$ cat src/rtl/instruction_fetch_unit.sv
// Instruction fetch unit: fetches 64-bit lines from a registered instruction memory,
// splits them into four 16-bit instructions and hands them to decode over valid/ready.
module instruction_fetch_unit #(
  parameter logic [15:0] RESET_PC = 16'h0000
) (
  input  logic        clk,
  input  logic        rst,
  output logic [15:0] mem_address,
  input  logic [63:0] mem_data_line,
  output logic [15:0] instr,
  output logic [15:0] instr_pc,
  output logic        instr_valid,
  input  logic        instr_ready,
  input  logic        redirect_valid,
  input  logic [15:0] redirect_pc
);

  typedef enum logic [1:0] {
    FETCH = 2'd0,
    WAIT  = 2'd1,
    SERVE = 2'd2
  } state_t;

  state_t      state, state_next;
  logic [15:0] pc, pc_next;
  logic [63:0] cur_line, cur_line_next;
  logic        pf_ok, pf_ok_next;

  logic [15:0] line_base;
  logic        accept;
  logic        crossing;

  assign line_base = {pc[15:3], 3'b000};

  // Outside FETCH the memory is kept busy prefetching the following line.
  assign mem_address = (state == FETCH) ? line_base : line_base + 16'd8;

  assign instr_valid = (state == SERVE);
  assign instr_pc    = pc;
  assign accept      = instr_valid && instr_ready;
  assign crossing    = accept && (pc[2:1] == 2'd3);

  always_comb begin
    // NOTE: every combinational output gets a default first so no path can infer a latch.
    instr = cur_line[63:48];
    case (pc[2:1])
      2'd0:    instr = cur_line[63:48];
      2'd1:    instr = cur_line[47:32];
      2'd2:    instr = cur_line[31:16];
      default: instr = cur_line[15:0];
    endcase
  end

  always_comb begin
    state_next    = state;
    pc_next       = pc;
    cur_line_next = cur_line;
    pf_ok_next    = pf_ok;

    if (redirect_valid) begin
      pc_next    = redirect_pc & 16'hFFFE;
      pf_ok_next = 1'b0;
      state_next = FETCH;
    end else begin
      case (state)
        FETCH: state_next = WAIT;

        WAIT: begin
          cur_line_next = mem_data_line;
          pf_ok_next    = 1'b1;
          state_next    = SERVE;
        end

        SERVE: begin
          if (accept) pc_next = pc + 16'd2;
          if (crossing) begin
            pf_ok_next = 1'b0;
            // A valid prefetch lets the next line start without a bubble.
            if (pf_ok) cur_line_next = mem_data_line;
            else       state_next    = WAIT;
          end else begin
            pf_ok_next = 1'b1;
          end
        end

        default: state_next = FETCH;
      endcase
    end
  end

  // NOTE: sequential state uses non-blocking assignments so every register sees pre-edge values.
  always_ff @(posedge clk) begin
    if (rst) begin
      state    <= FETCH;
      pc       <= RESET_PC & 16'hFFFE;
      cur_line <= '0;
      pf_ok    <= 1'b0;
    end else begin
      state    <= state_next;
      pc       <= pc_next;
      cur_line <= cur_line_next;
      pf_ok    <= pf_ok_next;
    end
  end

endmodule
$ cat config.mk
export PLATFORM = sky130hd
export DESIGN_NAME = instruction_fetch_unit
export DESIGN_NICKNAME = d
export VERILOG_FILES = /design/src/rtl/instruction_fetch_unit.sv
export SDC_FILE = /design/constraint.sdc
export NUM_CORES = 1
export LEC_CHECK = 0
export BUFFER_PORTS_ARGS = -buffer_cell sky130_fd_sc_hd__buf_2
export CAP_MARGIN = 30
export CORE_MARGIN = 1
export CORE_UTILIZATION = 51
export CTS_CLUSTER_SIZE = 30
export DETAILED_ROUTE_END_ITERATION = 8
export HOLD_SLACK_MARGIN = 0.08
export PLACE_DENSITY_LB_ADDON = 0.1
export SYNTH_ARGS = -nofsm -noshare
export SYNTH_HDL_FRONTEND = slang
export SYNTH_SLANG_ARGS = --single-unit
$ cat constraint.sdc
create_clock -name clk -period 2.26 [get_ports clk]
set_input_delay 0.565 -clock clk [delete_from_list [all_inputs] [get_ports clk]]
set_output_delay 0.565 -clock clk [all_outputs]
set_load 0.03 [all_outputs]
==> results of run 1 <==
-- worst register-to-register path, cell delays in order, from the launching register on --
cell,delay [ns]
dfxtp_2,0.35
buf_4,0.11
buf_4,0.10
ha_1,0.35
nand4_1,0.36
nor4_1,0.47
xor2_1,0.12
o21a_1,0.18
-- worst paths after layout --
| kind | end | from | slack (ns) |
|---|---|---|---|
| worst min register to register | cur_line[5]$_SDFFE_PP0P_ | cur_line[5]$_SDFFE_PP0P_ | 0.46 |
| worst max-delay path | instr[9] | instr_pc[1]$_SDFFE_PP0P_ | -0.22 |
| worst max register to register | instr_pc[14]$_SDFFE_PP0P_ | state[1]$_SDFFE_PP0P_ | 0.11 |
| worst min-delay path | cur_line[11]$_SDFFE_PP0P_ | mem_data_line[11] | 0.43 |
-- layout make-up --
cell class | count | share of cell area
clock buffer | 11 | 0.0270
clock inverter | 5 | 0.00803
inverter | 32 | 0.0214
multi-input combinational | 348 | 0.405
sequential | 82 | 0.297
tap | 99 | 0.0221
timing repair buffer | 177 | 0.220
-- power by group through the flow --
| stage | registers [mW] | clock network, mW | logic [mW] |
|---|---|---|---|
| finish | 1.56 | 1.03 | 0.627 |
| global route | 1.56 | 1.13 | 0.670 |
| CTS | 1.55 | 1.05 | 0.607 |
| detailed placement | 1.59 | 0 | 0.523 |
| global placement | 1.58 | 0 | 0.518 |
| floorplan | 1.61 | 0 | 0.305 |
-- layer usage --
layer / up-vias / wire length, um / global-route usage
li1: 1971 / - / -
met1: 1851 / 4910 / 0.362
met2: 187 / 5630 / 0.453
met3: 23 / 728 / 0.0463
met4: 0 / 255 / 0.102
met5: - / 0 / 0
-- placed cells by master (no fill, tap or decap), drive strengths merged --
| master | instances |
|---|---|
| a21o | 2 |
| a21oi | 76 |
| a222oi | 16 |
| buf | 177 |
| clkbuf | 11 |
| clkinv | 2 |
| clkinvlp | 1 |
| conb | 4 |
| dfxtp | 82 |
| ha | 10 |
| inv | 34 |
| mux2 | 2 |
| mux2i | 22 |
| nand2 | 136 |
| nand2b | 1 |
| nand3 | 4 |
| nand4 | 7 |
| nor2 | 10 |
| nor2b | 1 |
| nor3 | 9 |
| nor4 | 8 |
| o21a | 10 |
| o21ai | 2 |
| or3 | 3 |
| xnor2 | 7 |
| xor2 | 18 |
-- sequential cells by signal, indices dropped and copies added, names as in the netlist --
signal,count
cur_line,64
instr_pc,15
pf_ok,1
state,2
-- through the flow --
step,utilization,cells
3_3_place_gp,0.659,713
4_1_cts,0.743,750
6_report,0.757,754
5_1_grt,0.757,754
3_5_place_dp,0.659,713
2_1_floorplan,-,501
-- logic make-up (layout without fill, tap and decap cells) --
group | Yosys count | in the layout | synth area share
fa+ha+maj | 10 | 10 | 0.0315
other cells | 1 | 4 | 0.000943
flops | 82 | 82 | 0.413
compound gates | 106 | 106 | 0.164
mux | 24 | 24 | 0.0610
xor+xnor | 25 | 25 | 0.0551
buf+inv | 71 | 225 | 0.0865
simple gates | 179 | 179 | 0.188
-- repair_timing --
action                     in CTS  in global routing
setup endpoints to repair      28                 28
pin swaps                      17                 16
hold buffers                    0                  0
setup buffers                  20                  4
resized for setup              69                 15
gates cloned                    1                  0
==> reports/metrics.yaml, run 1 <==
outcome: "complete, but fails checks"
violations: "setup timing"
setup_ws_ns: -0.217
clockBufferDepth: 2
required_ns: 1.69
syn_area_sq_um: 3980
total_power_mw: 3.21
grt_first_pass_wirelength_um: 18100
die-area_sq_um: 8150
critPathMaxFanout: 8
firstDrtPassIters: 5
clkLatencyLatePin_ns: 0.36
crit_buf_inv: 3
synth_cells: 498
fp.dieH_um: 90.3
ctsRootBufferMaster: "clkbuf_8"
arrival_ns: 1.91
pwr_density_cell_nw_per_um2: 573
core-area_sq_um: 7410
vias_per_cell: 5.35
fin_crit_ns: 2.48
antenna_found_initial: 0
vias: 4032
fin_crit_sh: 1.10
crit_chain: "inv_2 -> ha_4 -> buf_12 -> a222oi_1 -> mux2i_2 -> buf_4"
stdcell_area_sq_um: 5610
numPortBuffers: 127
finalClockSkew_ns: 0.0130
yosysTopAreaCell: "dfxtp_1"
gp_congestion: 0.831
yosys_warnings: 0
whs_path_depth: 3
rsz0062_at_grt: "true"
synthArstFlopShare: 0
worstSetupPathType: "reg2out"
clock-sinks: 82
synthDistinctLibCells: 31
setup-tns-final_ns: -3.12
grtUsageTotal: 0.275
max_freq_mhz: 404
cp_top_family: "compound AO/OA/AOI/OAI gates"
drtIter0Drc: 234
synth-edff-count: 0
cts_made_buffers: 9
ys.flop_type: "dfxtp_1"
seq_area_frac_synth: 0.413
hold_viol_final: 0
hold_path.class: "in2reg"
ioPinCount: 133
drive_above_1_share: 0.380
n_antenna_cell: 0
synth_area_leaders: "dfxtp_1, nand2_1, a21oi_1"
seq_power_share: 0.485
p_sw_mw: 0.960
floorplan.rows: 31
ant_nets: 0
htreeDepth: 3
maxSlewViolCount: 0
leakage_nw: 2.39
cpMaxStageDelayCell: "a222oi_1"
syn_to_final_growth_pct: 41.1
yosysMostFrequentCell: "nand2_1"
holdWs_ns: 0.434
routed_wl_um: 11500
clk_pin_slew_ns: 0.10
slowest_delay_ns: 0.48
yosys.area.top_type_share: 0.413
wl_per_cell_um: 15.3
synth_common_cells: "nand2_1, dfxtp_1, a21oi_1"
internal_power_mw: 2.25
multi_input_area_sq_um: 2270
register_area_sq_um: 1660
grt_pass1_vias: 3804
grt-ovfl-total: 0
start_util: 0.537
drc_errors: 0
fp.dieW_um: 90.3
crit_cells: 6
setup-violations-final: 23
post_dp_cell_area_sq_um: 4880
p_sw_frac: 0.299
dp_slack_ns: -0.0242
avgSynthCellArea_sq_um: 7.98
post-dp-hpwl_um: 7140
comb_power_share: 0.195
ir_drop_uv: 391
reg2regPathDepth: 7
cp-start-kind: "flop"
crit_path_end_kind: "output pin"
cts_tree: "yes"
clkPwrFrac: 0.320
fill_cells: 538
layout.nets: 744
max_cap_violations: 0
ys_ff_latch: 82
grt_start_max_net_pins: 55
No activity file was read; power rests on OpenSTA's default activity.
==> inputs of run 2 (changes only) <==
Clock period 2.26 ns to 2.6 ns, I/O delays scaled along.
==> run 2 against run 1 <==
Effect of this change:
- the flow now finishes without violations
- die area did not move
- via count fell by 5.1%
- core utilization fell by 7.7 points
- power down 17%
- global-route usage decreased by 2.6 points
- register-to-register slack better by 0.58 ns
- final area shrank 10%
- clock skew decreased by 0.0063 ns
- flip-flop and latch count did not move
- sequential power shrank 13%
- cell count decreased by 3.7%
- critical path type unchanged
==> reports/metrics.yaml, run 2 (synthesis gave the netlist of run 1 again) <==
outcome: "finished clean"
largest-register: "cur_line"
required_ns: 1.95
setup-tns-final_ns: 0
pwr_density_cell_nw_per_um2: 528
grt_start_max_net_pins: 52
routed_wl_um: 10100
ir_drop_uv: 294
multi_input_area_sq_um: 2110
ctsRootBufferMaster: "clkbuf_8"
drc_errors: 0
holdWs_ns: 0.458
r2r_slack_ns: 0.69
floorplan.rows: 31
finalClockSkew_ns: 0.00675
worstSetupPathType: "reg2out"
dp_slack_ns: 0.187
cp-start-kind: "flop"
grtUsageTotal: 0.249
leakage_nw: 2.13
final_cell_mix: "nand2_1, buf_2, a21oi_1"
clock-sinks: 82
post-dp-hpwl_um: 6960
ctsHoldBuffers: 0
fin_crit_sh: 0.978
grt-ovfl-total: 0
cp_top_family: "simple AND/OR/NAND/NOR gates"
ioPinCount: 133
arrival_ns: 1.89
fp.dieH_um: 90.3
antenna_found_initial: 0
critPathMaxFanout: 6
drive_above_1_share: 0.317
n_antenna_cell: 0
fill_cells: 648
crit_path_end_kind: "output pin"
htreeDepth: 3
slowest_delay_ns: 0.44
vias: 3827
dp_cells: 706
max_freq_mhz: 393
start_util: 0.537
maxSlewViolCount: 0
grt_first_pass_wirelength_um: 16500
post-route-util: 0.680
fin_crit_ns: 2.54
cts_tree: "yes"
setup_ws_ns: 0.0584
wl_per_cell_um: 14.0
largest_reg_flops: 64
layout_commonest_cell: "nand2_1"
cts_made_buffers: 9
hold_path.class: "reg2reg"
fin_cells: 726
max_cap_violations: 0
grt_pass1_vias: 3505
firstDrtPassIters: 7
clk_pin_slew_ns: 0.09
fp.dieW_um: 90.3
setup-violations-final: 0
cpMaxStageDelayCell: "or3_4"
register_area_sq_um: 1650
hold_viol_final: 0
crit_chain: "buf_6 -> nand2_2 -> or3_4 -> nor3_4 -> xor2_1 -> buf_4"
vias_per_cell: 5.27
crit_buf_inv: 2
die-area_sq_um: 8150
gp_congestion: 0.834
drtIter0Drc: 216
syn_to_final_growth_pct: 26.7
layout.nets: 716
clkLatencyLatePin_ns: 0.35
core-area_sq_um: 7410
rsz0062_at_grt: "true"
ant_nets: 0
numPortBuffers: 127
clockBufferDepth: 2
==> run 2: changes by cell type in the layout (fill, tap and decap cells not counted), sizes merged <==
cell / before / now
buf: 177 / 149
clkbuf: 11 / 9
clkinvlp: 1 / 3
==> run 2: path summary, 6_finish.rpt <==
check | start | endpoint | cells past startpoint
hold reg to reg | cur_line[15]$_SDFFE_PP0P_ | cur_line[15]$_SDFFE_PP0P_ | 2
hold / removal | cur_line[15]$_SDFFE_PP0P_ | cur_line[15]$_SDFFE_PP0P_ | 2
setup / recovery | instr_pc[3]$_SDFFE_PP0P_ | mem_address[14] | 6
setup reg to reg | instr_pc[2]$_SDFFE_PP0P_ | instr_pc[7]$_SDFFE_PP0P_ | 7
==> run 2: timing repair <==
action / 4_1_cts / 5_1_grt
gates cloned: 0 / 0
gates resized for setup: 15 / 26
setup endpoints to repair: 25 / 15
setup buffers: 3 / 1
pin swaps: 2 / 8
==> run 2: area by class of cell <==
type | count | share of cell area
flip-flops and latches | 82 | 0.328
inverters | 32 | 0.0238
repair buffers | 149 | 0.169
well taps | 99 | 0.0246
multi-input cells | 348 | 0.419
clock buffers | 9 | 0.0246
clock inverters | 7 | 0.0107
==> run 2: per-layer routing <==
| layer | wire [um] | part of all wire | GRT usage |
|---|---|---|---|
| met1 | 4600 | 0.45 | 0.339 |
| met2 | 4710 | 0.46 | 0.390 |
| met3 | 637 | 0.063 | 0.0421 |
| met4 | 190 | 0.019 | 0.105 |
| met5 | 0 | 0 | 0 |
==> run 2: report_power, final <==
| group | internal (mW) | leakage, nW | switching, mW |
|---|---|---|---|
| logic | 0.183 | 1.37 | 0.280 |
| clock network | 0.353 | 0.0822 | 0.498 |
| registers | 1.31 | 0.671 | 0.0423 |
==> run 2: metrics by stage <==
step / power, mW / cell area, sq um
after floorplan: 1.66 / 4020
after global placement: 1.80 / 4690
after detailed placement: 1.81 / 4710
after CTS: 2.66 / 4960
after global routing: 2.79 / 5040
final: 2.66 / 5040
==> run 2: worst min-delay path, delay by kind of cell, from the launching register on <==
kind / cells / cell delay, ns
AOI/OAI and AO/OA: 1 / 0.05
DFF: 1 / 0.32
and+or+nand+nor: 1 / 0.05
==> inputs of run 3 (changes only) <==
Settings changed: CORE_UTILIZATION 51 to 52, CTS_BUF_LIST set to sky130_fd_sc_hd__clkbuf_2 sky130_fd_sc_hd__clkbuf_4 sky130_fd_sc_hd__clkbuf_8.
==> run 3 against run 2 <==
Effect of this change:
- routed wire length hardly changed
- sequential share of layout area is 0.45 points lower
- non-clock buffer count is 2 higher
==> reports/metrics.yaml, run 3 (synthesis gave the netlist of run 1 again) <==
outcome: "finished clean"
syn_to_final_growth_pct: 28.9
grtUsageTotal: 0.252
finalClockSkew_ns: 0.00960
max_freq_mhz: 390
layout_commonest_cell: "nand2_1"
n_antenna_cell: 0
whs_path_depth: 2
total_power_mw: 2.77
core-area_sq_um: 7330
grt-ovfl-total: 0
cts_tree: "yes"
grt_first_pass_wirelength_um: 15300
drive_above_1_share: 0.321
leakage_nw: 2.16
drc_errors: 0
reg2regPathDepth: 7
firstDrtPassIters: 8
htreeDepth: 3
r2r_end: "cur_line[47]$_SDFFE_PP0P_"
ir_drop_uv: 332
dp_slack_ns: 0.170
ant_nets: 0
hold_path.class: "reg2reg"
numPortBuffers: 127
fin_crit_sh: 0.987
hold_viol_final: 0
largest-register: "cur_line"
start_util: 0.542
layout.nets: 718
grt_pass1_vias: 3247
ctsRootBufferMaster: "clkbuf_8"
largest_reg_flops: 64
tightest_slew_ns: 0.707
grt_start_max_net_pins: 52
gp_congestion: 0.811
drtIter0Drc: 229
slew_headroom: 0.529
setup-tns-final_ns: 0
crit_path_end_kind: "output pin"
setup_ws_ns: 0.0326
cpMaxStageDelayCell: "a222oi_1"
vias: 3852
ctsHoldBuffers: 0
post_dp_cell_area_sq_um: 4750
wl_per_cell_um: 13.9
min_to: "cur_line[13]$_SDFFE_PP0P_"
hp-start: "cur_line[13]$_SDFFE_PP0P_"
reg2reg_from: "state[0]$_SDFFE_PP0P_"
antenna_found_initial: 0
vias_per_cell: 5.29
maxSlewViolCount: 0
critPathMaxFanout: 7
fp.dieH_um: 89.4
final_cell_mix: "nand2_1, buf_2, a21oi_1"
clockBufferDepth: 2
post-dp-hpwl_um: 7160
fill_cells: 624
max_cap_violations: 0
cts_made_buffers: 9
stdcell_area_sq_um: 5120
routed_wl_um: 10100
rsz0062_at_grt: "true"
clk_pin_slew_ns: 0.08
worstSetupPathType: "reg2out"
fin_crit_ns: 2.57
floorplan.rows: 31
r2r_slack_ns: 0.60
cp-start-kind: "flop"
slowest_delay_ns: 0.42
ioPinCount: 133
fp.dieW_um: 89.4
clkLatencyLatePin_ns: 0.35
required_ns: 1.95
clock-sinks: 82
arrival_ns: 1.92
setup-violations-final: 0
pwr_density_cell_nw_per_um2: 541
die-area_sq_um: 8000
crit_chain: "inv_2 -> ha_4 -> clkbuf_4 -> a222oi_1 -> mux2i_2 -> buf_2"
-- run 3: worst max-delay path by stage --
stage / depth (start not counted) / start / slack, ns / end
final: 6 / instr_pc[2]$_SDFFE_PP0P_ / 0.03 / instr[12]
after detailed placement: 5 / instr_pc[3]$_SDFFE_PP0P_ / 0.17 / mem_address[13]
after global routing: 6 / instr_pc[2]$_SDFFE_PP0P_ / -0.03 / instr[10]
after CTS: 6 / state[1]$_SDFFE_PP0P_ / 0.002 / mem_address[14]
after floorplan: 5 / instr_pc[3]$_SDFFE_PP0P_ / 0.002 / mem_address[13]
after global placement: 5 / instr_pc[3]$_SDFFE_PP0P_ / 0.26 / mem_address[15]
-- run 3: cell type report --
| type | count | area (sq um) | area share |
|---|---|---|---|
| Timing Repair Buffer | 151 | 885 | 0.173 |
| Tap cell | 99 | 124 | 0.0242 |
| Sequential cell | 82 | 1660 | 0.324 |
| Inverter | 32 | 120 | 0.0234 |
| Clock inverter | 5 | 62.6 | 0.0122 |
| Multi-Input combinational cell | 348 | 2130 | 0.416 |
| Clock buffer | 11 | 145 | 0.0283 |
-- run 3: per-layer routing --
metal / vias to the layer above / track usage / share of wire
met5: - / 0 / 0
li1: 1916 / - / -
met1: 1757 / 0.357 / 0.46
met4: 0 / 0.101 / 0.012
met3: 10 / 0.0360 / 0.072
met2: 169 / 0.386 / 0.46
-- run 3: stage by stage --
| step | std cells | hold WS (ns) | util |
|---|---|---|---|
| floorplan | 501 | 0.436 | - |
| global placement | 706 | 0.442 | 0.645 |
| detailed placement | 707 | 0.446 | 0.648 |
| CTS | 724 | 0.458 | 0.683 |
| global route | 728 | 0.472 | 0.699 |
| finish | 728 | 0.458 | 0.699 |
-- run 3: timing repair --
item | CTS | global route
gates resized for setup | 11 | 30
endpoints found under the setup margin | 22 | 18
hold endpoints to repair | 0 | 0
buffers inserted | 1 | 4
pin swaps | 2 | 10
-- run 3: worst max-delay path: cells and delay by family, from the launching register on --
family / cells / cell delay [ns]
AO/OA/AOI/OAI: 1 / 0.42
adder cells (fa/ha/maj): 1 / 0.19
buffers and inverters: 3 / 0.45
flip-flops: 1 / 0.38
multiplexers: 1 / 0.12
-- run 3: power by group --
| part | internal (mW) | leakage [nW] | switching (mW) |
|---|---|---|---|
| logic | 0.187 | 1.39 | 0.279 |
| registers | 1.30 | 0.672 | 0.0456 |
| clock network | 0.486 | 0.0996 | 0.470 |
| total | 1.98 | 2.16 | 0.794 |
